$ cat config.mk
export PLATFORM = sky130hd
export DESIGN_NAME = seq_detector_flat
export DESIGN_NICKNAME = d
export VERILOG_FILES = /design/src/rtl/seq_det_pkg.sv /design/src/rtl/seq_detector_if.sv /design/src/rtl/seq_next_state.sv /design/src/rtl/seq_detector.sv /design/src/flat_wrapper.sv
export SDC_FILE = /design/constraint.sdc
export NUM_CORES = 1
export LEC_CHECK = 0
export ABC_CLOCK_PERIOD_IN_PS = 2000
export CAP_MARGIN = 20
export CORE_AREA = 2 2 39 41
export CTS_BUF_LIST = sky130_fd_sc_hd__clkbuf_16
export DETAILED_ROUTE_END_ITERATION = 12
export DIE_AREA = 0 0 41 43
export GPL_ROUTABILITY_DRIVEN = 0
export GPL_TIMING_DRIVEN = 0
export HOLD_SLACK_MARGIN = 0.08
export PLACE_DENSITY = 0.5
export SLEW_MARGIN = 20
export SYNTH_ARGS = -nofsm -noshare
export SYNTH_HDL_FRONTEND = slang
export SYNTH_SLANG_ARGS = --single-unit
$ cat constraint.sdc
create_clock -name clk -period 2 [get_ports clk]
set_clock_uncertainty 0.05 [all_clocks]
set_input_delay 0.4 -clock clk [delete_from_list [all_inputs] [get_ports clk]]
set_output_delay 0.4 -clock clk [all_outputs]
set_load 0.01 [all_outputs]
$ cat src/rtl/seq_det_pkg.sv
// Shared elaboration-time helpers for the serial pattern detector.
// Pattern bits are indexed from the first expected bit: position i lives in pattern[len-1-i].
package seq_det_pkg;

   localparam int MAX_PAT_LEN = 16;
   localparam int STATE_W     = $clog2(MAX_PAT_LEN + 1);

   typedef logic [STATE_W-1:0] state_t;

   function automatic logic pat_bit(logic [MAX_PAT_LEN-1:0] pattern, int len, int i);
      return pattern[4'(len - 1 - i)];
   endfunction

   // Longest proper prefix of the first k pattern bits that is also their suffix.
   function automatic int fail_len(logic [MAX_PAT_LEN-1:0] pattern, int len, int k);
      int  best;
      logic ok;
      best = 0;
      for (int l = 1; l < k; l++) begin
         ok = 1'b1;
         for (int j = 0; j < l; j++)
            if (pat_bit(pattern, len, j) != pat_bit(pattern, len, k - l + j)) ok = 1'b0;
         if (ok) best = l;
      end
      return best;
   endfunction

   // Longest pattern prefix that is a suffix of (matched prefix of length state) followed by b.
   function automatic int next_len(logic [MAX_PAT_LEN-1:0] pattern, int len, state_t state,
                                   logic b);
      int   st;
      int   best;
      int   idx;
      logic ok;
      logic c;
      st   = int'(state);
      best = 0;
      for (int l = 1; l <= st + 1; l++) begin
         if (l <= len) begin
            ok = 1'b1;
            for (int j = 0; j < l; j++) begin
               idx = st + 1 - l + j;
               c   = (idx < st) ? pat_bit(pattern, len, idx) : b;
               if (c != pat_bit(pattern, len, j)) ok = 1'b0;
            end
            if (ok) best = l;
         end
      end
      return best;
   endfunction

endpackage

$ cat src/rtl/seq_detector_if.sv
// Bus bundle for seq_detector: qualified serial input plus match outputs.
// in/overlap/clr are sampled on a rising edge only; in is consumed only when in_valid=1 (no ready, never stalls).
interface seq_detector_if #(
   parameter int PAT_LEN = 4,
   parameter int CNT_W   = 8
);
   localparam int ML_W = $clog2(PAT_LEN + 1);

   logic             clr;
   logic             in_valid;
   logic             in;
   logic             overlap;
   logic             out;
   logic [ML_W-1:0]  match_len;
   logic [CNT_W-1:0] match_cnt;

   modport master (
      output clr, in_valid, in, overlap,
      input  out, match_len, match_cnt
   );

   modport slave (
      input  clr, in_valid, in, overlap,
      output out, match_len, match_cnt
   );
endinterface

$ cat src/rtl/seq_next_state.sv
// Combinational KMP transition lookup: (matched length, input bit) -> next length and match flag.
// Both tables are constant-folded from the package functions at elaboration.
module seq_next_state
   import seq_det_pkg::*;
#(
   parameter int                 PAT_LEN = 4,
   parameter logic [PAT_LEN-1:0] PATTERN = 4'b1101,
   localparam int                ML_W    = $clog2(PAT_LEN + 1)
) (
   input  logic [ML_W-1:0] state,
   input  logic            in,
   output logic [ML_W-1:0] nl,
   output logic            hit
);
   localparam int N = 2 ** ML_W;

   logic [ML_W-1:0] tab0 [N];
   logic [ML_W-1:0] tab1 [N];

   for (genvar s = 0; s < N; s++) begin : g_tab
      if (s < PAT_LEN) begin : g_live
         assign tab0[s] = ML_W'(next_len(16'(PATTERN), PAT_LEN, state_t'(s), 1'b0));
         assign tab1[s] = ML_W'(next_len(16'(PATTERN), PAT_LEN, state_t'(s), 1'b1));
      end else begin : g_unreach
         assign tab0[s] = '0;
         assign tab1[s] = '0;
      end
   end

   always_comb begin
      nl  = in ? tab1[state] : tab0[state];
      hit = (nl == ML_W'(PAT_LEN));
   end
endmodule

$ cat src/rtl/seq_detector.sv
// Serial bit-pattern detector with run-time overlap selection; match_len exposes the FSM state.
// Define SEQ_DETECTOR_CNT_EN to build the saturating match counter; otherwise match_cnt is tied to 0.
module seq_detector
   import seq_det_pkg::*;
#(
   parameter int                 PAT_LEN = 4,
   parameter logic [PAT_LEN-1:0] PATTERN = 4'b1101,
   parameter int                 CNT_W   = 8
) (
   input  logic          clk,
   input  logic          rst,
   seq_detector_if.slave bus
);
   localparam int              ML_W   = $clog2(PAT_LEN + 1);
   localparam logic [ML_W-1:0] FAIL_S = ML_W'(fail_len(16'(PATTERN), PAT_LEN, PAT_LEN));

   logic [ML_W-1:0] state_q, state_d;
   logic            out_q, out_d;
   logic [ML_W-1:0] nl;
   logic            hit;

   seq_next_state #(
      .PAT_LEN (PAT_LEN),
      .PATTERN (PATTERN)
   ) u_next (
      .state (state_q),
      .in    (bus.in),
      .nl    (nl),
      .hit   (hit)
   );

   always_ff @(posedge clk or posedge rst) begin
      if (rst) begin
         state_q <= '0;
         out_q   <= 1'b0;
      end else begin
         state_q <= state_d;
         out_q   <= out_d;
      end
   end

   // Full length is never held: a match collapses straight to the restart point.
   always_comb begin
      state_d = state_q;
      out_d   = 1'b0;
      if (bus.clr) begin
         state_d = '0;
      end else if (bus.in_valid) begin
         if (hit) begin
            out_d   = 1'b1;
            state_d = bus.overlap ? FAIL_S : '0;
         end else begin
            state_d = nl;
         end
      end
   end

   assign bus.out       = out_q;
   assign bus.match_len = state_q;

`ifdef SEQ_DETECTOR_CNT_EN
   logic             match_ev;
   logic [CNT_W-1:0] cnt_q;

   assign match_ev = !bus.clr && bus.in_valid && hit;

   always_ff @(posedge clk or posedge rst) begin
      if (rst)                        cnt_q <= '0;
      else if (bus.clr)               cnt_q <= '0;
      else if (match_ev && !(&cnt_q)) cnt_q <= cnt_q + 1'b1;
   end

   assign bus.match_cnt = cnt_q;
`else
   assign bus.match_cnt = '0;
`endif
endmodule

$ cat src/flat_wrapper.sv
// flat-port wrapper written by rule: the top's interface ports become plain ports
module seq_detector_flat import seq_det_pkg::*;
#(
   parameter int                 PAT_LEN = 4,
   parameter logic [PAT_LEN-1:0] PATTERN = 4'b1101,
   parameter int                 CNT_W   = 8
)
  (clk, rst, bus_clr, bus_in_valid, bus_in, bus_overlap, bus_out, bus_match_len, bus_match_cnt);
  seq_detector_if #(.PAT_LEN(PAT_LEN), .CNT_W(CNT_W)) bus_i ();
  input  logic clk;
  input  logic rst;
  input wire logic [$bits(bus_i.clr)-1:0] bus_clr;
  input wire logic [$bits(bus_i.in_valid)-1:0] bus_in_valid;
  input wire logic [$bits(bus_i.in)-1:0] bus_in;
  input wire logic [$bits(bus_i.overlap)-1:0] bus_overlap;
  output wire logic [$bits(bus_i.out)-1:0] bus_out;
  output wire logic [$bits(bus_i.match_len)-1:0] bus_match_len;
  output wire logic [$bits(bus_i.match_cnt)-1:0] bus_match_cnt;
  assign bus_i.clr = bus_clr;
  assign bus_i.in_valid = bus_in_valid;
  assign bus_i.in = bus_in;
  assign bus_i.overlap = bus_overlap;
  assign bus_out = bus_i.out;
  assign bus_match_len = bus_i.match_len;
  assign bus_match_cnt = bus_i.match_cnt;
  seq_detector #(.PAT_LEN(PAT_LEN), .PATTERN(PATTERN), .CNT_W(CNT_W)) u_core (.clk(clk), .rst(rst), .bus(bus_i));
endmodule
==> results of run 1 <==
[cells by family (layout without fill, tap and decap cells)]
group	after synthesis	after routing
buffers and inverters	11	23
adder cells (fa/ha/maj)	3	3
AND/OR/NAND/NOR	7	7
AO/OA/AOI/OAI	4	4
other	1	8
multiplexers	2	2
flip-flops	4	4
[report_power, final]
group / total, W / leakage (nW) / switching [W] / internal (W)
Sequential: 0.0000860 / 0.0552 / 0.00000230 / 0.0000837
Clock: 0.000305 / 0.0370 / 0.0000503 / 0.000255
Combinational: 0.0000573 / 0.173 / 0.0000246 / 0.0000327
[layout make-up]
| class | instances | area [sq um] | area share |
|---|---|---|---|
| multi-input combinational | 24 | 173 | 0.326 |
| sequential | 4 | 100 | 0.189 |
| timing repair buffer | 9 | 90.1 | 0.170 |
| clock buffer | 3 | 75.1 | 0.142 |
| buffer | 8 | 60.1 | 0.113 |
| tap | 16 | 20.0 | 0.0378 |
| inverter | 3 | 11.3 | 0.0213 |
[metrics by stage]
step                      cell area [sq um]  total power [W]
after global placement                  454         0.000144
after floorplan                         344         0.000123
final                                   529         0.000448
after global routing                    529         0.000469
after CTS                               529         0.000453
after detailed placement                454         0.000144
[metal layers]
metal,global-route usage,part of all wire,vias up
met4,0.0200,0,0
met3,0.0628,0.098,0
met2,0.0906,0.47,9
met1,0.0844,0.43,107
met5,0,0,-
li1,-,-,132
[worst paths after layout]
| kind | startpoint | to | slack, ns | cells past startpoint |
|---|---|---|---|---|
| max | u_core.bus.match_len[2] | bus_match_len[2] | 0.37 | 1 |
| max in group asynchronous | rst | u_core.bus.match_len[1] | 1.42 | 2 |
| min | rst | u_core.bus.out | 0.32 | 2 |
| min in group clk | u_core.bus.match_len[0] | u_core.bus.match_len[0] | 0.53 | 1 |
| max reg2reg | u_core.bus.match_len[1] | u_core.bus.match_len[0] | 0.46 | 5 |
| min reg2reg | u_core.bus.match_len[0] | u_core.bus.match_len[0] | 0.53 | 1 |
[state kept, by name, summed over array words and instances (netlist names)]
name	flops
u_core.bus.out	1
u_core.bus.match_len	3
[Yosys cell counts]
library cell	count	area share
inv_1	3	0.035
nor3b_1	1	0.024
nor2b_4	1	0.043
mux2_2	1	0.035
a21oi_1	1	0.016
ha_1	3	0.12
mux2i_1	1	0.031
a221o_1	1	0.031
buf_4	8	0.19
and4_4	1	0.035
nand2b_1	1	0.020
dfrtp_1	4	0.31
conb_1	1	0.012
nor2_1	2	0.024
a2bb2oi_1	1	0.028
nor3_1	1	0.016
o2111ai_1	1	0.028
==> flow_summary_export.csv, run 1 <==
group,metric,value,unit
synthesis,synth-simple-area-share,0.161,
power,powerDensity,847,nW/um^2
synthesis,synth_top_family_by_area,"buffers and inverters",
worst_setup_path,crit_arrival,1.18,ns
worst_setup_path,cp-end-kind,"output port",
timing,setup_slack,0.374,ns
layout,final_cells,67,
synthesis,ys_seq_area_frac,0.315,
power,vdd_ir_drop_max,501,uV
worst_setup_path,start_kind,"register",
synthesis,yosys.cell_types.count,17,
floorplanning,die_h,43,um
floorplanning,fp.coreArea,1380,sq um
cts,clock_sinks,4,
placement,place_ws,0.267,ns
worst_setup_path,worstPathRequired,1.55,ns
cts,clk_latency,0.22,ns
global_routing,grt_overflow,0,
layout,nNetsFinal,62,
synthesis,synthMuxAreaShare,0.0669,
global_routing,grt_usage,0.0705,
synthesis,synth_seq_cells,4,
status,status,"completed",
worst_setup_path,cp_cell_sequence,"clkdlybuf4s50_1",
synthesis,yosys.area_share.adder,0.118,
worst_setup_path,path_delay_family,"buffers and inverters",
layout,fillers,146,
power,total_leakage_power,0.266,nW
cts,numCtsBuffers,3,
layout,syn_to_final_growth,66.5,%
routing,vias,248,
timing,final-hold-violation-count,0,
worst_setup_path,slowest_stage,"clkdlybuf4s50_1",
synthesis,netlist_instances,32,
cts,postCtsHoldBufs,0,
timing,fin_crit_sh,0.813,
cts,post_cts_buffers,0,
cts,ctsHtreeMaxLevel,1,
cts,cts_tree,"built",
cts,cts.reportedPaths.clkPinSlew,0.03,ns
routing,first_pass_iters,1,
synthesis,synth_area_per_cell,9.93,sq um
worst_setup_path,path_buf_inv,1,
layout,final_util,0.382,
layout,final_cell_mix,"clkdlybuf4s50_1, buf_4, conb_1",
synthesis,synthXorXnorAreaFrac,0,
synthesis,ys_warn_count,0,
timing,hold_ws,0.319,ns
timing,fin_crit,1.63,ns
global_routing,grt_pass1_vias,199,
synthesis,synth_compound_area_frac,0.102,
placement,port_buffers,9,
worst_setup_path,critPathMaxFanout,3,
cts,ctsRootBufferMaster,"clkbuf_16",
routing,wirelength,543,um
routing,avgRoutedWirePerCell,8.10,um
global_routing,antenna_found_initial,0,
global_routing,grt_max_degree,6,
cts,cts_resized,0,
timing,maxSlewViolCount,0,
timing,fin_setup_tns,0,ns
floorplanning,design.die.area,1760,sq um
floorplanning,rows,14,
timing,setup_violations,0,
global_routing,grt_pass1_wl,772,um
timing,clock.fmax,615,MHz
routing,ant_nets,0,
floorplanning,die_x,41,um
layout,diodes,0,
run,max_cap_violations,0,
timing,rsz0062_at_grt,"false",
placement,dp.cells,64,
cts,clk_path_buf_depth,2,
synthesis,syn_area,318,sq um
worst_setup_path,max_stage_delay,0.56,ns
routing,vias_per_cell,3.70,
layout,drive_gt1_frac,0.275,
layout,final_common_cell,"clkdlybuf4s50_1",
routing,drc,0,
floorplanning,initial_utilization,0.230,
floorplanning,num_io_pins,18,
worst_hold_path,holdCritPathClass,"input port to async pin",
routing,drt_iter0_markers,0,
worst_setup_path,worstSetupPathType,"register to output port",
Note: power is estimated with default switching activity, not from simulation.
==> inputs of run 2 (changes only) <==
--- a/config.mk
+++ b/config.mk
@@ -5,7 +5,7 @@
 export SDC_FILE = /design/constraint.sdc
 export NUM_CORES = 1
 export LEC_CHECK = 0
-export ABC_CLOCK_PERIOD_IN_PS = 2000
+export ABC_CLOCK_PERIOD_IN_PS = 1400
 export CAP_MARGIN = 20
 export CORE_AREA = 2 2 39 41
 export CTS_BUF_LIST = sky130_fd_sc_hd__clkbuf_16
@@ -14,7 +14,7 @@
 export GPL_ROUTABILITY_DRIVEN = 0
 export GPL_TIMING_DRIVEN = 0
 export HOLD_SLACK_MARGIN = 0.08
-export PLACE_DENSITY = 0.5
+export PLACE_DENSITY = 0.52
 export SLEW_MARGIN = 20
 export SYNTH_ARGS = -nofsm -noshare
 export SYNTH_HDL_FRONTEND = slang
==> constraint.sdc (replaced) <==
create_clock -name clk -period 1.4 [get_ports clk]
set_clock_uncertainty 0.05 [all_clocks]
set_input_delay 0.28 -clock clk [delete_from_list [all_inputs] [get_ports clk]]
set_output_delay 0.28 -clock clk [all_outputs]
set_load 0.01 [all_outputs]
==> run 2 against run 1 <==
  * The flow now finishes with violations (negative setup slack)
  * Utilization up 2.3 points
  * Global-route usage is 1.7 points higher
  * Sequential cell count unchanged
  * Worst setup slack got worse by 0.40 ns
  * Critical path type is now register to register
==> flow_summary_export.csv, run 2 (same netlist as run 1, synthesis figures left out) <==
group,metric,value,unit
status,status,"finished, violations left",
status,violations,"negative setup slack",
global_routing,grtUsageMet3,0.0524,
layout,syn_to_final_growth,76.4,%
timing,fin_setup_tns,-0.0279,ns
routing,drt_iter0_markers,0,
worst_setup_path,crit_arrival,1.48,ns
global_routing,use_met1,0.111,
global_routing,grt_pass1_vias,222,
power,total_leakage_power,0.310,nW
timing,maxSlewViolCount,0,
worst_hold_path,holdCritPathClass,"input port to async pin",
timing,setup_slack,-0.0279,ns
placement,port_buffers,9,
worst_setup_path,r2r-start,"u_core.bus.match_len[0]",
floorplanning,initial_utilization,0.230,
worst_setup_path,cp-end-kind,"register",
global_routing,antenna_found_initial,0,
layout,drive_gt1_frac,0.377,
layout,final_cells,69,
timing,fin_crit,1.43,ns
global_routing,grt_pass1_wl,924,um
timing,setup_violations,1,
placement,dp_hpwl,468,um
cts,clock_sinks,4,
worst_setup_path,cp_cell_sequence,"inv_2 > ha_4 > nor3_2 > and4_4 > a221o_1",
cts,ctsRootBufferMaster,"clkbuf_16",
cts,clk_path_buf_depth,2,
global_routing,grt_overflow,0,
routing,first_pass_iters,1,
placement,dp.cells,64,
worst_setup_path,reg2reg_slack,-0.03,ns
timing,hold_ws,0.188,ns
routing,avgRoutedWirePerCell,9.19,um
worst_setup_path,crit_start,"u_core.bus.match_len[0]",
run,max_cap_violations,0,
routing,ant_nets,0,
floorplanning,die_x,41,um
layout,nNetsFinal,64,
global_routing,grt_usage,0.0878,
global_routing,busiest_layer,"met1",
worst_setup_path,r2r_cells,5,
layout,diodes,0,
worst_setup_path,worstPathRequired,1.45,ns
worst_setup_path,worstSetupPathType,"register to register",
layout,largest_register_ffs,3,
layout,final_cell_mix,"buf_4, conb_1, clkdlybuf4s50_1",
worst_setup_path,start_kind,"register",
placement,place_ws,-0.177,ns
global_routing,grt_max_degree,6,
worst_setup_path,r2r-end,"u_core.bus.match_len[0]",
cts,postCtsHoldBufs,0,
worst_setup_path,crit_end,"u_core.bus.match_len[0]",
cts,clk_latency,0.23,ns
routing,vias,258,
routing,wirelength,634,um
floorplanning,fp.coreArea,1380,sq um
power,powerDensity,1200,nW/um^2
timing,rsz0062_at_grt,"true",
cts,cts.reportedPaths.clkPinSlew,0.03,ns
routing,vias_per_cell,3.74,
cts,cts_tree,"built",
timing,clock.fmax,700,MHz
floorplanning,num_io_pins,18,
worst_setup_path,max_stage_delay,0.39,ns
global_routing,met2_usage,0.0969,
floorplanning,die_h,43,um
floorplanning,rows,14,
timing,fin_crit_sh,1.02,
floorplanning,design.die.area,1760,sq um
power,vdd_ir_drop_max,502,uV
worst_setup_path,critPathMaxFanout,3,
cts,numCtsBuffers,3,
cts,ctsHtreeMaxLevel,1,
timing,final-hold-violation-count,0,
routing,drc,0,
layout,final_common_cell,"buf_4",
worst_setup_path,slowest_stage,"dfrtp_1",
## run 2: cell type report
cell class	count	area (sq um)
well taps	16	20.0
plain buffers	8	60.1
repair buffers	11	104
multi-input cells	24	190
clock buffers	3	75.1
flip-flops and latches	4	100
inverters	3	11.3
fillers	141	823
## run 2: worst max-delay path, delay by kind of cell, from the launching register on
family / cells / cell delay, ns
buffers and inverters: 1 / 0.07
adder cells (fa/ha/maj): 1 / 0.28
AO/OA/AOI/OAI: 1 / 0.31
flip-flops: 1 / 0.39
AND/OR/NAND/NOR: 2 / 0.20
## run 2: worst min-delay path by stage
stage | startpoint | end | slack, ns | cells past startpoint
CTS | rst | u_core.bus.match_len[1] | 0.19 | 2
detailed placement | rst | u_core.bus.match_len[0] | 0.43 | 2
global placement | rst | u_core.bus.match_len[0] | 0.43 | 2
floorplan | rst | u_core.bus.match_len[0] | -0.004 | 1
global route | rst | u_core.bus.match_len[2] | 0.21 | 2
finish | rst | u_core.bus.match_len[1] | 0.19 | 2
## run 2: per-layer routing
layer  wire length (um)  part of all wire
met3                 79              0.12
met2                261              0.41
met5                  0                 0
met1                272              0.43
met4                 21             0.033
## run 2: per-stage QoR
stage	util	power, W	cell area [sq um]
6_report	0.405	0.000672	561
5_1_grt	0.405	0.000691	561
4_1_cts	0.403	0.000675	558
3_5_place_dp	0.341	0.000214	472
3_3_place_gp	0.341	0.000214	472
2_1_floorplan	-	0.000184	362
## run 2: power by group
| part | switching [W] | internal (W) |
|---|---|---|
| Sequential | 0.00000305 | 0.000119 |
| Clock | 0.0000897 | 0.000366 |
| Combinational | 0.0000403 | 0.0000540 |
| Total | 0.000133 | 0.000539 |
## run 2: what timing repair did
| item | 4_1_cts | 5_1_grt |
|---|---|---|
| endpoints found under the setup margin | 4 | 2 |
| setup buffers | 2 | 0 |
| gates resized for setup | 3 | 1 |
| pin swaps | 1 | 0 |
==> inputs of run 3 (changes only) <==
--- a/config.mk
+++ b/config.mk
@@ -14,7 +14,6 @@
 export GPL_ROUTABILITY_DRIVEN = 0
 export GPL_TIMING_DRIVEN = 0
 export HOLD_SLACK_MARGIN = 0.08
-export PLACE_DENSITY = 0.52
 export SLEW_MARGIN = 20
 export SYNTH_ARGS = -nofsm -noshare
 export SYNTH_HDL_FRONTEND = slang
==> run 3 against run 2 <==
  * The flow still finishes with violations (negative setup slack)
  * Non-clock buffer count unchanged
  * Power decreased by 0.36%
  * Sequential cell count unchanged
  * First-iteration DRC count unchanged
  * Global-route usage increased by 1.1 points
  * Wire length increased by 9.3%
  * Highest routed layer unchanged
==> flow_summary_export.csv, run 3 (same netlist as run 1, synthesis figures left out) <==
group,metric,value,unit
status,status,"finished, violations left",
status,violations,"negative setup slack",
cts,cts_tree,"built",
cts,clock_sinks,4,
worst_hold_path,holdCritPathClass,"input port to async pin",
power,p_comb_frac,0.144,
timing,fin_crit,1.41,ns
worst_setup_path,worstPathRequired,1.45,ns
timing,maxSlewViolCount,0,
floorplanning,num_io_pins,18,
timing,hold_ws,0.200,ns
layout,drive_gt1_frac,0.396,
cts,postCtsHoldBufs,0,
timing,clock.fmax,711,MHz
global_routing,grt_pass1_vias,278,
cts,ctsRootBufferMaster,"clkbuf_16",
layout,syn_to_final_growth,78.0,%
timing,setup_violations,1,
placement,place_ws,-0.166,ns
timing,rsz0062_at_grt,"true",
worst_setup_path,critPathMaxFanout,3,
global_routing,antenna_found_initial,0,
floorplanning,die_h,43,um
floorplanning,die_x,41,um
routing,vias_per_cell,3.87,
global_routing,grt_pass1_wl,1050,um
power,clockPowerShare,0.673,
floorplanning,design.die.area,1760,sq um
timing,fin_crit_sh,1.01,
cts,clk_latency,0.23,ns
worst_setup_path,worstSetupPathType,"register to register",
cts,numCtsBuffers,3,
power,pwr-share-seq,0.183,
routing,drt_iter0_markers,0,
layout,fin_area,566,sq um
routing,first_pass_iters,1,
routing,wirelength,693,um
timing,setup_slack,-0.00714,ns
power,total_leakage_power,0.291,nW
global_routing,grt_max_degree,6,
worst_setup_path,r2r_cells,5,
timing,final-hold-violation-count,0,
power,power,0.000670,W
power,power.switching,0.000130,W
power,vdd_ir_drop_max,292,uV
layout,final_cell_mix,"buf_4, conb_1, clkdlybuf4s50_1",
layout,fillers,149,
worst_setup_path,crit_arrival,1.46,ns
global_routing,grt_overflow,0,
layout,diodes,0,
cts,cts.reportedPaths.clkPinSlew,0.03,ns
layout,final_common_cell,"buf_4",
run,max_cap_violations,0,
cts,ctsHtreeMaxLevel,1,
routing,drc,0,
routing,ant_nets,0,
timing,fin_setup_tns,-0.00714,ns
power,swShare,0.194,
power,p_int,0.000540,W
routing,vias,267,
layout,largest_register_ffs,3,
placement,port_buffers,9,
floorplanning,initial_utilization,0.230,
placement,dp_hpwl,483,um
layout,nNetsFinal,64,
routing,avgRoutedWirePerCell,10.0,um
worst_setup_path,cp-end-kind,"register",
floorplanning,fp.coreArea,1380,sq um
placement,placedInstanceArea,472,sq um
cts,clk_path_buf_depth,2,
worst_setup_path,start_kind,"register",
power,powerDensity,1180,nW/um^2
floorplanning,rows,14,
global_routing,grt_usage,0.0987,
==> run 3: cell count changes in the layout (fill, tap and decap cells not counted), sizes merged <==
cell / before / now
clkdlybuf4s15: 0 / 2
dlygate4sd2: 3 / 2
dlymetal6s2s: 1 / 0
==> run 3: path summary, 6_finish.rpt <==
kind	startpoint	to	slack, ns
setup reg to reg	u_core.bus.match_len[0]	u_core.bus.match_len[0]	-0.007
setup / recovery	u_core.bus.match_len[0]	u_core.bus.match_len[0]	-0.007
hold / removal	rst	u_core.bus.match_len[1]	0.20
hold reg to reg	u_core.bus.match_len[0]	u_core.bus.match_len[0]	0.53
min in group clk	u_core.bus.match_len[0]	u_core.bus.match_len[0]	0.53
max in group asynchronous	rst	u_core.bus.out	0.94
==> run 3: per-stage QoR <==
step,util,cells
after floorplan,-,39
after global placement,0.341,64
after detailed placement,0.341,64
after CTS,0.402,69
after global routing,0.409,69
final,0.409,69
==> run 3: power by group through the flow <==
stage          Combinational, W  Clock [W]  Sequential (W)
6_report              0.0000967   0.000451        0.000122
5_1_grt                0.000106   0.000467        0.000123
4_1_cts               0.0000932   0.000456        0.000123
3_5_place_dp          0.0000892          0        0.000125
3_3_place_gp          0.0000883          0        0.000125
2_1_floorplan         0.0000581          0        0.000126
==> run 3: worst max-delay path: stages (launching register included) <==
cell and delay [ns]:
dfrtp_1 0.38, inv_2 0.07, ha_4 0.27, nor3_2 0.03, and4_4 0.17, a221o_1 0.31
==> run 3: layout make-up <==
cell class | instances | area [sq um] | share of cell area
repair buffers | 11 | 103 | 0.181
multi-input cells | 24 | 196 | 0.347
clock buffers | 3 | 75.1 | 0.133
plain buffers | 8 | 60.1 | 0.106
well taps | 16 | 20.0 | 0.0354
inverters | 3 | 11.3 | 0.0199
flip-flops and latches | 4 | 100 | 0.177
==> run 3: routing by layer <==
metal  track usage  wire length, um
met1        0.0974              269
met2         0.138              334
met3        0.0157               51
met4         0.140               38
met5             0                0
==> run 3: what timing repair did <==
action                     in CTS  in global routing
gates resized for setup         4                  3
setup endpoints to repair       5                  4
hold endpoints to repair        0                  0
pin swaps                       1                  0
buffers inserted                2                  0
